## config.mk

```make
export PLATFORM = sky130hd
export DESIGN_NAME = parity_serial_tx
export DESIGN_NICKNAME = d
export VERILOG_FILES = /design/src/rtl/parity_serial_tx.sv
export SDC_FILE = /design/constraint.sdc
export NUM_CORES = 1
export LEC_CHECK = 0
export CAP_MARGIN = 20
export CELL_PAD_IN_SITES_DETAIL_PLACEMENT = 0
export CELL_PAD_IN_SITES_GLOBAL_PLACEMENT = 1
export CORE_MARGIN = 5
export CORE_UTILIZATION = 37
export CTS_CLUSTER_DIAMETER = 100
export CTS_CLUSTER_SIZE = 14
export DETAILED_ROUTE_END_ITERATION = 10
export GPL_ROUTABILITY_DRIVEN = 0
export PLACE_DENSITY_LB_ADDON = 0.15
export SYNTH_ARGS = -nofsm -noshare
export SYNTH_HDL_FRONTEND = slang
export SYNTH_SLANG_ARGS = --single-unit
```

## constraint.sdc

```tcl
create_clock -name clk -period 2.02 [get_ports clk]
set_clock_uncertainty 0.1 [all_clocks]
set_input_delay 0.303 -clock clk [delete_from_list [all_inputs] [get_ports clk]]
set_output_delay 0.303 -clock clk [all_outputs]
set_load 0.05 [all_outputs]
```

## src/rtl/parity_serial_tx.sv

```systemverilog
// Serial parity transmitter: shifts a parallel word out MSB-first and appends one parity bit.
// state | meaning: IDLE ready for a word; SHIFT data bits on ser_out; PARITY parity bit on ser_out.
module parity_serial_tx #(
    parameter int WIDTH = 3,
    parameter bit ODD   = 1'b0
) (
    input  logic             clk,
    input  logic             reset,
    input  logic             load,
    input  logic [WIDTH-1:0] data_in,
    output logic             ready,
    output logic             ser_out,
    output logic             ser_valid,
    output logic             par_bit,
    output logic             parity_out
);

    localparam int CW = (WIDTH > 1) ? $clog2(WIDTH) : 1;
    localparam logic [CW-1:0] LAST = CW'(WIDTH - 1);

    localparam logic [1:0] S_IDLE   = 2'd0;
    localparam logic [1:0] S_SHIFT  = 2'd1;
    localparam logic [1:0] S_PARITY = 2'd2;

    logic [1:0]       state_q, state_d;
    logic [WIDTH-1:0] shift_q, shift_d;
    logic [CW-1:0]    cnt_q, cnt_d;
    logic             par_q, par_d;
    logic             pout_q, pout_d;

    always_comb begin
        state_d = state_q;
        shift_d = shift_q;
        cnt_d   = cnt_q;
        par_d   = par_q;
        pout_d  = pout_q;
        case (state_q)
            S_IDLE: begin
                if (load) begin
                    state_d = S_SHIFT;
                    shift_d = data_in;
                    cnt_d   = '0;
                    par_d   = 1'b0;
                end
            end
            S_SHIFT: begin
                shift_d = {shift_q[WIDTH-2:0], 1'b0};
                par_d   = par_q ^ shift_q[WIDTH-1];
                if (cnt_q == LAST) begin
                    state_d = S_PARITY;
                end else begin
                    cnt_d = cnt_q + CW'(1);
                end
            end
            S_PARITY: begin
                pout_d = par_q ^ ODD;
                // A load here starts the next frame without an idle cycle.
                if (load) begin
                    state_d = S_SHIFT;
                    shift_d = data_in;
                    cnt_d   = '0;
                    par_d   = 1'b0;
                end else begin
                    state_d = S_IDLE;
                end
            end
            default: state_d = S_IDLE;
        endcase
    end

    always_ff @(posedge clk or negedge reset) begin
        if (!reset) begin
            state_q <= S_IDLE;
            shift_q <= '0;
            cnt_q   <= '0;
            par_q   <= 1'b0;
            pout_q  <= 1'b0;
        end else begin
            state_q <= state_d;
            shift_q <= shift_d;
            cnt_q   <= cnt_d;
            par_q   <= par_d;
            pout_q  <= pout_d;
        end
    end

    always_comb begin
        ser_out = 1'b0;
        case (state_q)
            S_SHIFT:  ser_out = shift_q[WIDTH-1];
            S_PARITY: ser_out = par_q ^ ODD;
            default:  ser_out = 1'b0;
        endcase
    end

    assign ready      = (state_q != S_SHIFT);
    assign ser_valid  = (state_q == S_SHIFT) || (state_q == S_PARITY);
    assign par_bit    = (state_q == S_PARITY);
    assign parity_out = pout_q;

endmodule

```

After elaboration in Yosys (flattened, before gate mapping)
Cells that the tools add are included.
{ "totals": {"regBits": 9, "out_inout_bits": 5} }
{ "op_classes": {"n_eq_ne": 8, "n_bitwise": 1, "reduce_logical": 7, "mux": 12, "n_addsub": 1} }
{ "ops": {"columns": ["cell", "count"], "rows": [
  ["2-bit 2-to-1 mux", 4],
  ["2-bit inequality test, second input constant", 3],
  ["2-bit case mux with 3 select lines", 1],
  ["3-bit case mux with 2 select lines", 1],
  ["2-bit equality test, second input constant", 2],
  ["2-bit by 1-bit inequality test with 1-bit output, second input constant", 2],
  ["1-bit case mux with 2 select lines", 2],
  ["2-bit case mux with 2 select lines", 1],
  ["2-bit AND reduction", 2],
  ["3-bit 2-to-1 mux", 1],
  ["3-bit AND reduction", 1],
  ["2-bit by 1-bit adder with 2-bit output, second input constant", 1],
  ["2-bit by 1-bit equality test with 1-bit output, second input constant", 1],
  ["2-bit zero test", 1],
  ["1-bit 2-to-1 mux", 2],
  ["2-bit nonzero test", 1],
  ["2-bit OR reduction", 1],
  ["1-bit logical OR", 1],
  ["1-bit bitwise XOR", 1]
]} }

Depth between registers and ports, before layout
{ "logic_depth": {"depth_word": 4, "depth_mapped": 5, "ltp_nobuf": 5} }

Least setup slack after synthesis
OpenSTA, ideal clock, no wires.
{ "synth_timing": {"path_kind": "reg-to-output", "from": "reg state_q[0]", "to": "out ser_out", "t_arrival_ns": 1.869, "slack_ns": -0.252, "n_path_buf": 0, "path_stages_with_launch": 5, "t_required_ns": 1.617, "path_cell_list": "dfrtp_1 > inv_1 > ha_1 > a22oi_1 > nor2b_1"} }
{ "synth_via": {"elab_chain_cells": 2} }
{ "synth_lines": {"columns": ["item", "line", "source"], "rows": [
  ["start, declared", "25", "logic [1:0] state_q, state_d;"],
  ["start signal, assigned", "79", "state_q <= state_d;"],
  ["2-bit equality test", null, null],
  ["named net par_bit", "14", "output logic par_bit,"],
  ["1-bit case mux with 2 select lines", "89", "case (state_q)"],
  ["end, declared", "12", "output logic ser_out,"]
]} }
The timed path passes the listed nets, and every way through them passes these cells.

Worst setup path in the final report
{ "layout_timing": {"from": "reg state_q[0]", "to": "out ser_out"} }
{ "layout_via": {"elab_chain_cells": 2} }
{ "layout_lines": {"columns": ["item", "line"], "rows": [
  ["2-bit equality test or 2-bit by 1-bit equality test with 1-bit output (tied branches)", "89"],
  ["1-bit case mux with 2 select lines (*)", "89"]
]} }
Mark *: on every way between the ends. The rest lies on a longest branch, timed or not.

==> summary.md <==
| Metric | Value |
|---|---|
| Run status | `completed` |
| Num rows | `13` |
| Clk Latency, worst-skew pair | `250 ps` |
| Die footprint | `2330 µm²` |
| Clk root buf | `clkbuf_4` |
| Clock tree buffer depth | `2` |
| Worst-margin pin slew | `519 ps` |
| First-pass GRT wire length | `1.51 mm` |
| CTS Buf Count | `3` |
| HPWL after DPL | `around 760 µm` |
| Layout overhead on the synthesized area | `31.9%` |
| Synth cell types | `21` |
| CTS H-tree lvls | `1` |
| Max-slew headroom | `0.650` |
| Slew Viols, Final | `0` |
| Commonest non-fill, non-tap cell in the layout | `dfrtp_1` |
| WL/cell | `11.8 µm` |
| Post-route setup TNS | `0 ps` |
| Layout Nets | `between 70 and 80` |
| WP data required | `1620 ps` |
| Total wire length | `about 930 µm` |
| Antenna violations before repair | `0` |
| Final setup viols | `0` |
| Final hold vios | `0` |
| Cts repair resizes | `0` |
| # diodes | `0` |
| Postcts setup bufs | `0` |
| Critical Path Start | `state_q[0]` |
| Global route overflow | `0` |
| Ys Warns | `0` |
| Period utilization | `0.930` |
| Largest net degree at the start of global routing | `10` |
| Worst Hold Class | `in2async` |
| Die height | `48.2 µm` |
| Tot GR Track Use | `0.0943` |
| Post-Syn Area per Cell | `10.8 µm²` |
| Cell Area, Synth | `~540 µm²` |
| CTS tree | `yes` |
| # DRC | `0` |
| I/O pins | `11` |
| Max-cap violation count | `0` |
| R2r startpoint | `state_q[0]` |
| Dpl cells | `75` |
| Initial Utilization | `0.405` |
| Critical path type | `reg2out` |
| Cell count after synthesis | `50` |
| Placed Area | `682 µm²` |
| RSZ-0062 raised after global routing | `no` |
| Clock sink total | `9` |
| Share of layout cells above drive strength 1 | `0.234` |
| CP Max Fanout | `5` |
| Non-filler cells, final | `79` |
| Vias in the first global route | `358` |
| Crit path DAT | `1480 ps` |
| Core Footprint | `roughly 1300 µm²` |
| Iteration-0 DRC Markers | `5` |
| Syn_nets | `63` |
| Tmin final | `1880 ps` |
| CTS hold repair buffers | `0` |
| Commonest cells after routing, fill and taps aside | `dfrtp_1 (9), inv_1 (7), ha_1 (7), clkdlybuf4s50_1 (6)` |
| Pre-antenna DRT Iters | `3` |
| FMAX | `532 MHz` |
| Worst reg2reg setup slack | `260 ps` |
| Port bufs | `10` |
| Clock Pin Slew Worst Setup and Hold Paths | `around 60 ps` |
| Routed Antenna Nets | `0` |
| Worst setup SP type | `flop` |
| Number of vias in the routed layout | `409` |
| Via density per instance | `5.18` |
| Worst setup EP type | `output pin` |
| Sequential-to-total area share from yosys stat | `0.417` |
| #FFs+latches synth | `9` |
| Die Width | `48.2 µm` |
| Post-route design area | `713 µm²` |
final timing paths:
| check | endpoint | cells after the start |
|---|---|---|
| worst max-delay path | ser_out | 4 |
| worst min-delay path | state_q[0] | 1 |
| worst max register to register | shift_q[1] | 5 |
| worst min register to register | parity_out | 1 |
| max in group asynchronous | par_q | 1 |
| min in group clk | parity_out | 1 |
stage by stage:
stage	setup WS [ps]	hold slack, ps	utilization
3_3_place_gp	288	400	0.511
4_1_cts	84.5	249	0.531
5_1_grt	56.0	269	0.535
3_5_place_dp	261	401	0.511
2_1_floorplan	90.6	-92.6	-
6_report	141	243	0.535
flip-flops by register name (all words and copies together) (netlist names):
| register | cells |
|---|---|
| shift_q | 3 |
| state_q | 2 |
| par_q | 1 |
| parity_out | 1 |
| cnt_q | 2 |
layout make-up:
cell class | instances | area (µm²)
Multi-Input combinational cell | 34 | 302
Timing Repair Buffer | 10 | 115
Clock buffer | 4 | 26.3
Fill cell | 127 | 621
Inverter | 7 | 26.3
Tap cell | 15 | 18.8
Sequential cell | 9 | 225
synth_stat cells:
library cell,n,area share
or2_2,1,0.012
nand2_1,2,0.014
nor2b_1,4,0.046
and2_2,1,0.014
dfrtp_1,9,0.42
o221a_1,2,0.042
ha_1,7,0.16
inv_1,7,0.049
a22o_1,1,0.016
a21oi_1,1,0.0093
mux2_2,2,0.042
nand3_1,1,0.0093
o21ai_0,3,0.028
o31ai_1,1,0.014
o22ai_1,1,0.012
a22oi_1,1,0.014
mux2_4,1,0.028
o22a_1,1,0.016
nand3b_1,1,0.014
nor2_4,1,0.021
a31oi_1,2,0.023
worst max-delay path, stage by stage (launching register included):
cell,delay (ps)
dfrtp_1,420
inv_1,100
ha_1,350
nor2b_4,150
buf_4,190
layer usage:
layer  wire (µm)  up-vias  track usage
li1            -      206            -
met1         465      194        0.128
met2         403        9        0.130
met3          62        0       0.0443
met4           0        0       0.0323
met5           0        -            0
kinds of logic (layout without fill, tap and decap cells):
kind of cell,after synthesis,in the layout,synth area share
flops,9,9,0.417
simple gates,11,11,0.130
fa+ha+maj,7,7,0.162
compound gates,13,13,0.174
buf+inv,7,21,0.0486
mux,3,3,0.0694
Power is not shown: default switching activity piles up to over one toggle a cycle in this logic, so the estimate is an artifact.
